===== config.mk =====
export PLATFORM = sky130hd
export DESIGN_NAME = load_store_unit
export DESIGN_NICKNAME = d
export VERILOG_FILES = /design/src/rtl/load_store_unit.sv
export SDC_FILE = /design/constraint.sdc
export NUM_CORES = 1
export LEC_CHECK = 0
export BUFFER_PORTS_ARGS = -buffer_cell sky130_fd_sc_hd__buf_4
export CELL_PAD_IN_SITES_DETAIL_PLACEMENT = 0
export CELL_PAD_IN_SITES_GLOBAL_PLACEMENT = 1
export CORE_MARGIN = 4
export CORE_UTILIZATION = 44
export CTS_BUF_LIST = sky130_fd_sc_hd__clkbuf_8
export CTS_CLUSTER_SIZE = 25
export DETAILED_ROUTE_END_ITERATION = 12
export PLACE_DENSITY_LB_ADDON = 0.15
export RECOVER_POWER = 25
export SLEW_MARGIN = 20
export SYNTH_ARGS = -nofsm -noshare
export SYNTH_HDL_FRONTEND = slang
export SYNTH_SLANG_ARGS = --single-unit

===== constraint.sdc =====
create_clock -name clk -period 3.9 [get_ports clk]
set_clock_uncertainty 0.15 [all_clocks]
set_input_delay 0.78 -clock clk [delete_from_list [all_inputs] [get_ports clk]]
set_output_delay 0.78 -clock clk [all_outputs]
set_load 0.02 [all_outputs]

===== src/rtl/load_store_unit.sv =====
// Data-memory initiator: byte/half/word loads and stores over a word-wide memory,
// with address checking, lane extraction/extension and read-modify-write for sub-word stores.
module load_store_unit #(
   parameter int DEPTH = 1024
) (
   input  logic        clk,
   input  logic        reset_n,
   input  logic        req_valid,
   output logic        req_ready,
   input  logic        req_write,
   input  logic [1:0]  req_size,
   input  logic        req_signed,
   input  logic [31:0] req_addr,
   input  logic [31:0] req_wdata,
   output logic        resp_valid,
   input  logic        resp_ready,
   output logic [31:0] resp_rdata,
   output logic        resp_error,
   output logic [31:0] mem_addr,
   output logic        mem_we,
   output logic [31:0] mem_wdata,
   input  logic [31:0] mem_rdata
);

   typedef enum logic [2:0] {
      IDLE     = 3'd0,
      LOAD     = 3'd1,
      RMW_READ = 3'd2,
      WRITE    = 3'd3,
      RESP     = 3'd4
   } state_t;

   localparam logic [29:0] DEPTH_IDX = 30'(DEPTH);

   state_t      state_r;
   logic [1:0]  size_r;
   logic        signed_r;
   logic [1:0]  off_r;
   logic [31:0] wdata_r;

   function automatic logic is_error(input logic [1:0] size, input logic [31:0] addr);
      logic err;
      case (size)
         2'b00:   err = 1'b0;
         2'b01:   err = addr[0];
         2'b10:   err = (addr[1:0] != 2'b00);
         default: err = 1'b1;
      endcase
      err = err | (addr[31:2] >= DEPTH_IDX);
      return err;
   endfunction

   // Little-endian lane select followed by sign or zero extension; words pass through.
   function automatic logic [31:0] extract_lane(input logic [31:0] rdata, input logic [1:0] size,
                                                input logic sgn, input logic [1:0] off);
      logic [7:0]  b;
      logic [15:0] h;
      logic [31:0] res;
      case (off)
         2'b00:   b = rdata[7:0];
         2'b01:   b = rdata[15:8];
         2'b10:   b = rdata[23:16];
         default: b = rdata[31:24];
      endcase
      h = off[1] ? rdata[31:16] : rdata[15:0];
      case (size)
         2'b00:   res = {{24{sgn & b[7]}}, b};
         2'b01:   res = {{16{sgn & h[15]}}, h};
         default: res = rdata;
      endcase
      return res;
   endfunction

   function automatic logic [31:0] merge_lane(input logic [31:0] old, input logic [31:0] wdata,
                                              input logic [1:0] size, input logic [1:0] off);
      logic [31:0] res;
      res = old;
      case (size)
         2'b00: begin
            case (off)
               2'b00:   res[7:0]   = wdata[7:0];
               2'b01:   res[15:8]  = wdata[7:0];
               2'b10:   res[23:16] = wdata[7:0];
               default: res[31:24] = wdata[7:0];
            endcase
         end
         2'b01: begin
            if (off[1]) res[31:16] = wdata[15:0];
            else        res[15:0]  = wdata[15:0];
         end
         default: res = wdata;
      endcase
      return res;
   endfunction

   // Control FSM; every output is registered so it is glitch-free and stable in RESP.
   always_ff @(posedge clk or negedge reset_n) begin
      if (!reset_n) begin
         state_r    <= IDLE;
         size_r     <= 2'b00;
         signed_r   <= 1'b0;
         off_r      <= 2'b00;
         wdata_r    <= 32'h0000_0000;
         req_ready  <= 1'b1;
         resp_valid <= 1'b0;
         resp_rdata <= 32'h0000_0000;
         resp_error <= 1'b0;
         mem_addr   <= 32'h0000_0000;
         mem_we     <= 1'b0;
         mem_wdata  <= 32'h0000_0000;
      end else begin
         case (state_r)
            IDLE: begin
               if (req_valid && req_ready) begin
                  req_ready <= 1'b0;
                  size_r    <= req_size;
                  signed_r  <= req_signed;
                  off_r     <= req_addr[1:0];
                  wdata_r   <= req_wdata;
                  if (is_error(req_size, req_addr)) begin
                     // Faulting requests never touch memory, so mem_addr keeps its old index.
                     resp_valid <= 1'b1;
                     resp_error <= 1'b1;
                     resp_rdata <= 32'h0000_0000;
                     state_r    <= RESP;
                  end else begin
                     mem_addr <= {2'b00, req_addr[31:2]};
                     if (!req_write) begin
                        state_r <= LOAD;
                     end else if (req_size == 2'b10) begin
                        mem_we    <= 1'b1;
                        mem_wdata <= req_wdata;
                        state_r   <= WRITE;
                     end else begin
                        state_r <= RMW_READ;
                     end
                  end
               end else begin
                  req_ready <= 1'b1;
               end
            end
            LOAD: begin
               resp_rdata <= extract_lane(mem_rdata, size_r, signed_r, off_r);
               resp_error <= 1'b0;
               resp_valid <= 1'b1;
               state_r    <= RESP;
            end
            RMW_READ: begin
               mem_wdata <= merge_lane(mem_rdata, wdata_r, size_r, off_r);
               mem_we    <= 1'b1;
               state_r   <= WRITE;
            end
            WRITE: begin
               mem_we     <= 1'b0;
               resp_valid <= 1'b1;
               resp_rdata <= 32'h0000_0000;
               resp_error <= 1'b0;
               state_r    <= RESP;
            end
            RESP: begin
               if (resp_ready) begin
                  resp_valid <= 1'b0;
                  resp_rdata <= 32'h0000_0000;
                  resp_error <= 1'b0;
                  req_ready  <= 1'b1;
                  state_r    <= IDLE;
               end else begin
                  resp_valid <= 1'b1;
               end
            end
            default: begin
               state_r    <= IDLE;
               req_ready  <= 1'b1;
               resp_valid <= 1'b0;
               mem_we     <= 1'b0;
            end
         endcase
      end
   end

endmodule

Word-level counts from Yosys, hierarchy flattened

Cells that the tools add are included.

Flip-flop bits (word level): 138
Latch bits: 0
RAM bits: 0
Bits in read-only memories: 0
Output and inout port bits: 100
Word-level logic and storage cells: 100
Memories kept: 0

$add $sub $neg: 0
Multiply operators: 0
Divide/modulo/power cells: 0
$lt $le $gt $ge: 1
Eq/ne operators: 15
Shifts and indexed selects: 0
Mux-type cells: 43
Bitwise logic cells: 7
Reductions and logical operators: 22

Operators with widths:

| cell                                                                 | count |
|---|---|
| 2-to-1 mux 32 bit                                                    | 7 |
| case mux 32 bit (2 select lines)                                     | 3 |
| case mux 32 bit (4 select lines)                                     | 1 |
| 2-to-1 mux 16 bit                                                    | 3 |
| 2-to-1 mux 8 bit                                                     | 5 |
| greater-or-equal comparator 30 x 11 -> 1 bit (second input constant) | 1 |
| case mux 8 bit (3 select lines)                                      | 1 |
| 2-to-1 mux 1 bit                                                     | 13 |
| != test 2 bit (second input constant)                                | 6 |
| case mux 1 bit (3 select lines)                                      | 4 |
| case mux 3 bit (4 select lines)                                      | 1 |
| AND reduction 5 bit                                                  | 2 |
| 2-to-1 mux 3 bit                                                     | 3 |
| AND reduction 4 bit                                                  | 2 |
| equality test 2 x 1 -> 1 bit (second input constant)                 | 3 |
| equality test 3 x 2 -> 1 bit (second input constant)                 | 2 |
| zero test 2 bit                                                      | 3 |
| AND reduction 2 bit                                                  | 3 |
| AND reduction 3 bit                                                  | 2 |
| OR reduction 3 bit                                                   | 2 |
| equality test 2 bit (second input constant)                          | 2 |
| NOT 1 bit                                                            | 4 |
| case mux 1 bit (4 select lines)                                      | 1 |
| nonzero test 2 bit                                                   | 2 |
| other kinds (10)                                                     | 12 |

Longest topological paths before layout

Depth in word-level cells: 8
Mapped depth: 8
Depth with buffers taken out: 5

Worst setup path after synthesis

No wires, ideal clock.

Kind: input port to flip-flop
Start point: in req_addr[12]
End point: reg mem_addr[1]
Setup time: 0.125 ns
Arrival: 2.123 ns
Slack: 1.502 ns
Stages: 6
Path buffers: 1
Cell sequence: nor4_2 o211ai_2 or2_4 nor2_2 buf_4 mux2_2

Longest elaborated chain between the ends: 4

RTL lines:

| item                                         | RTL line | source |
|---|---|---|
| start: declaration                           | 13       | `input logic [31:0] req_addr,` |
| greater-or-equal comparator 30 x 11 -> 1 bit | 49       | `err = err \| (addr[31:2] >= DEPTH_IDX);` |
| bitwise OR 1 bit                             | 49       |  |
| NOT 1 bit (no line)                          | --       |  |
| AND reduction 3 bit (no line)                | --       |  |
| end signal: assignment                       | 127      | `mem_addr <= {2'b00, req_addr[31:2]};` |
| end: declaration                             | 19       | `output logic [31:0] mem_addr,` |

Every way passes these cells.
A chain may end at the register's enable or synchronous reset.

Worst setup path after layout

Start point: reg off_r[1]
End point: reg mem_wdata[10]

Longest elaborated chain between the ends: 4

RTL lines:

| item                                 | RTL line | source |
|---|---|---|
| start: declaration                   | 38       | `logic [1:0] off_r;` |
| start signal: assignment             | 118      | `off_r <= req_addr[1:0];` |
| equality test 2 x 1 -> 1 bit         | 80       | `case (off)` |
| 2-to-1 mux 8 bit                     | 80       |  |
| case mux 32 bit (2 select lines) (*) | 78       | `case (size)` |
| case mux 32 bit (2 select lines) (*) | 112      | `case (state_r)` |
| end signal: assignment               | 132      | `mem_wdata <= req_wdata;` |
| end signal: assignment               | 149      | `mem_wdata <= merge_lane(mem_rdata, wdata_r, size_r, off_r);` |
| end: declaration                     | 21       | `output logic [31:0] mem_wdata,` |

Mark *: on every way between the ends. The rest lies on a longest branch, timed or not.

==> results.cfg <==
[status]
status = complete, but fails checks
violations = capacitance limit, slew limit

[die]
die_w_um = 132.2
fp-row-count = 45
start_util = 0.4480
die-height_um = 132.2
coreArea_um2 = 15150
io_pins = 204
dieArea_um2 = 17470

[logic_synthesis]
netlist_area_um2 = 6785
ys_ff_latch = 138
synthFlopType = dfrtp_1
syn_area_per_cell_um2 = 11.44
seq_area_frac_synth = 0.5091
synth_warnings = 0
async_reset_ff_frac = 1.000
synth_cells = 593
synth_edf_count = 0
ys_types = 52

[timing]
report.final.slew_viol_count = 96
final-hold-violation-count = 0
fin_crit_ns = 2.706
rsz0062_at_grt = false
fmax_ghz = 0.3695
worstMarginPinSlew_ns = 2.467
fin_crit_sh = 0.6939
setup_viol = 0
tns_ns = 0
slew_headroom = -0.6448

[grt]
grt_pass1_vias = 5826
antenna_found_initial = 0
grt_max_degree = 97
grt_pass1_wl_um = 32910
grt_overflow = 0
grt_usage = 0.2379

[power]
vdd.ir_drop.worst_v = 0.0002602
p_int_mw = 2.966
power.leakage_nw = 4.197
switching_share = 0.3757
finalPower_mw = 4.751
seqPwrFrac = 0.408
clock_power_share = 0.244
combPwrFrac = 0.348
powerDensity_nw_per_um2 = 542.4
switchingPower_mw = 1.785

[min_path]
min_from = wdata_r[23]
hold_class = register to register

[critical_path]
cp.arrival_ns = 2.94
cp-end-kind = register
r2r_start = off_r[1]
cp-start-kind = register
crit_type = register to register
cp.required_ns = 4.13
cp_max_fo = 16
startpoint = off_r[1]

[cells_and_area]
regArea_um2 = 3455
drive_above_1_share = 0.4010
utilization = 0.5783
syn_to_final_growth_pct = 29.08
mostFrequentLayoutCells = 213 x buf_4, 137 x dfrtp_1, 58 x mux2_2
multi_input_area_um2 = 2983
antennaDiodeCount = 0
nets = 884
fillers = 1335
layout_commonest_cell = buf_4

[routing]
via_per_inst = 5.863
wirelength_um = 20860
first_pass_iters = 8
vias = 5752
wl_per_cell_um = 21.26
antenna_left = 0
drc_errors = 0
drtIter0Drc = 334

[place]
gp_congestion = 0.8475
port_buffers = 201
dpl.hpwl_um = 15160

[clocking]
cts_tree = done
ctsResizeCount = 0
ctsHoldBuffers = 0
clock_path_buffers = 2
insertion_delay_ns = 0.44
cts_made_buffers = 17
htreeDepth = 4
clkTransAtPathRegs_ns = 0.08
numClockSinks = 138
cts_root_buf = clkbuf_8
postCtsSetupBuffers = 0

[job]
drv_cap = 1
==> Yosys cell counts, types with 3 or more instances <==
| master | n | area [um^2] |
|---|---|---|
| a211oi_1 | 8 | 60.06 |
| a21boi_0 | 3 | 22.52 |
| a21o_1 | 6 | 45.04 |
| a21oi_1 | 34 | 170.2 |
| a221o_1 | 53 | 530.5 |
| a222oi_1 | 7 | 70.07 |
| a22o_1 | 5 | 43.79 |
| a31oi_1 | 3 | 18.77 |
| buf_2 | 12 | 60.06 |
| buf_4 | 5 | 37.54 |
| buf_6 | 10 | 112.6 |
| clkbuf_1 | 18 | 67.56 |
| dfrtp_1 | 137 | 3428 |
| inv_1 | 17 | 63.81 |
| mux2_1 | 6 | 67.56 |
| mux2_2 | 58 | 653.1 |
| mux2i_1 | 23 | 230.2 |
| nand2_1 | 41 | 153.9 |
| nand2b_1 | 4 | 25.02 |
| nand3_1 | 8 | 40.04 |
| nor2_1 | 22 | 82.58 |
| nor2b_1 | 26 | 162.7 |
| nor3_1 | 5 | 25.02 |
| nor4_1 | 3 | 18.77 |
| o21ai_0 | 24 | 120.1 |
| o22ai_1 | 10 | 62.56 |
| o2bb2ai_1 | 10 | 87.58 |
| or3_1 | 6 | 37.54 |
==> power by group through the flow <==
stage / combinational, mW / clock [mW] / sequential, mW
6_report: 1.65 / 1.16 / 1.94
5_1_grt: 1.80 / 1.25 / 1.97
4_1_cts: 1.65 / 1.19 / 1.93
3_5_place_dp: 1.64 / 0 / 1.95
3_3_place_gp: 1.62 / 0 / 1.95
2_1_floorplan: 1.26 / 0 / 1.82
==> per-layer routing <==
layer	up-vias	global-route usage	part of all wire	wire length [um]
li1	2595	-	-	-
met2	227	0.3794	0.48	10010
met4	0	0.06409	0.015	305
met3	28	0.05267	0.069	1439
met1	2902	0.3306	0.44	9110
met5	-	0	0	0
==> critical path: stages (launching register included) <==
cell and delay (ns):
dfrtp_1 0.52, buf_4 0.27, nor2b_1 0.78, mux2i_1 0.22, a221o_1 0.36, a21oi_1 0.20, a221o_1 0.14
==> cell families (layout without fill, tap and decap cells) <==
| kind of cell | Yosys count | count (layout) | share of synthesized area |
|---|---|---|---|
| flip-flops | 138 | 138 | 0.5091 |
| multiplexers | 87 | 87 | 0.1401 |
| other | 1 | 2 | 0.0005527 |
| AND/OR/NAND/NOR | 127 | 127 | 0.09755 |
| AO/OA/AOI/OAI | 175 | 175 | 0.2004 |
| buffers and inverters | 65 | 264 | 0.05219 |
==> per-stage QoR <==
stage | setup WS (ns) | cell area (um^2) | hold slack, ns | instances
2_1_floorplan | 1.502 | 6789 | 0.2913 | 594
3_3_place_gp | 0.9872 | 8364 | 0.3112 | 949
3_5_place_dp | 0.8923 | 8364 | 0.3149 | 949
4_1_cts | 1.202 | 8762 | 0.2851 | 981
5_1_grt | 0.7485 | 8758 | 0.3564 | 981
6_report | 1.194 | 8758 | 0.3370 | 981
==> path summary, 6_finish.rpt <==
| path | end | cells past startpoint | slack [ns] |
|---|---|---|---|
| setup / recovery | mem_wdata[10] | 6 | 1.19 |
| hold / removal | wdata_r[23] | 2 | 0.34 |
| setup reg to reg | mem_wdata[10] | 6 | 1.19 |
| hold reg to reg | wdata_r[23] | 2 | 0.34 |
| max in group asynchronous | mem_addr[18] | 1 | 1.22 |
| min in group asynchronous | resp_rdata[26] | 1 | 0.89 |
==> registers in the layout, indices dropped and copies added, names as in the netlist <==
register    count
wdata_r        32
resp_rdata     32
mem_we          1
signed_r        1
req_ready       1
state_r         3
resp_error      1
resp_valid      1
mem_addr       30
size_r          2
off_r           2
mem_wdata      32
==> area by class of cell <==
cell class,count,area share
flip-flops and latches,138,0.3944
multi-input cells,391,0.3406
repair buffers,215,0.1854
clock buffers,21,0.03300
well taps,188,0.02686
clock inverters,11,0.01243
inverters,17,0.007286
(Power assumes the default switching activity.)
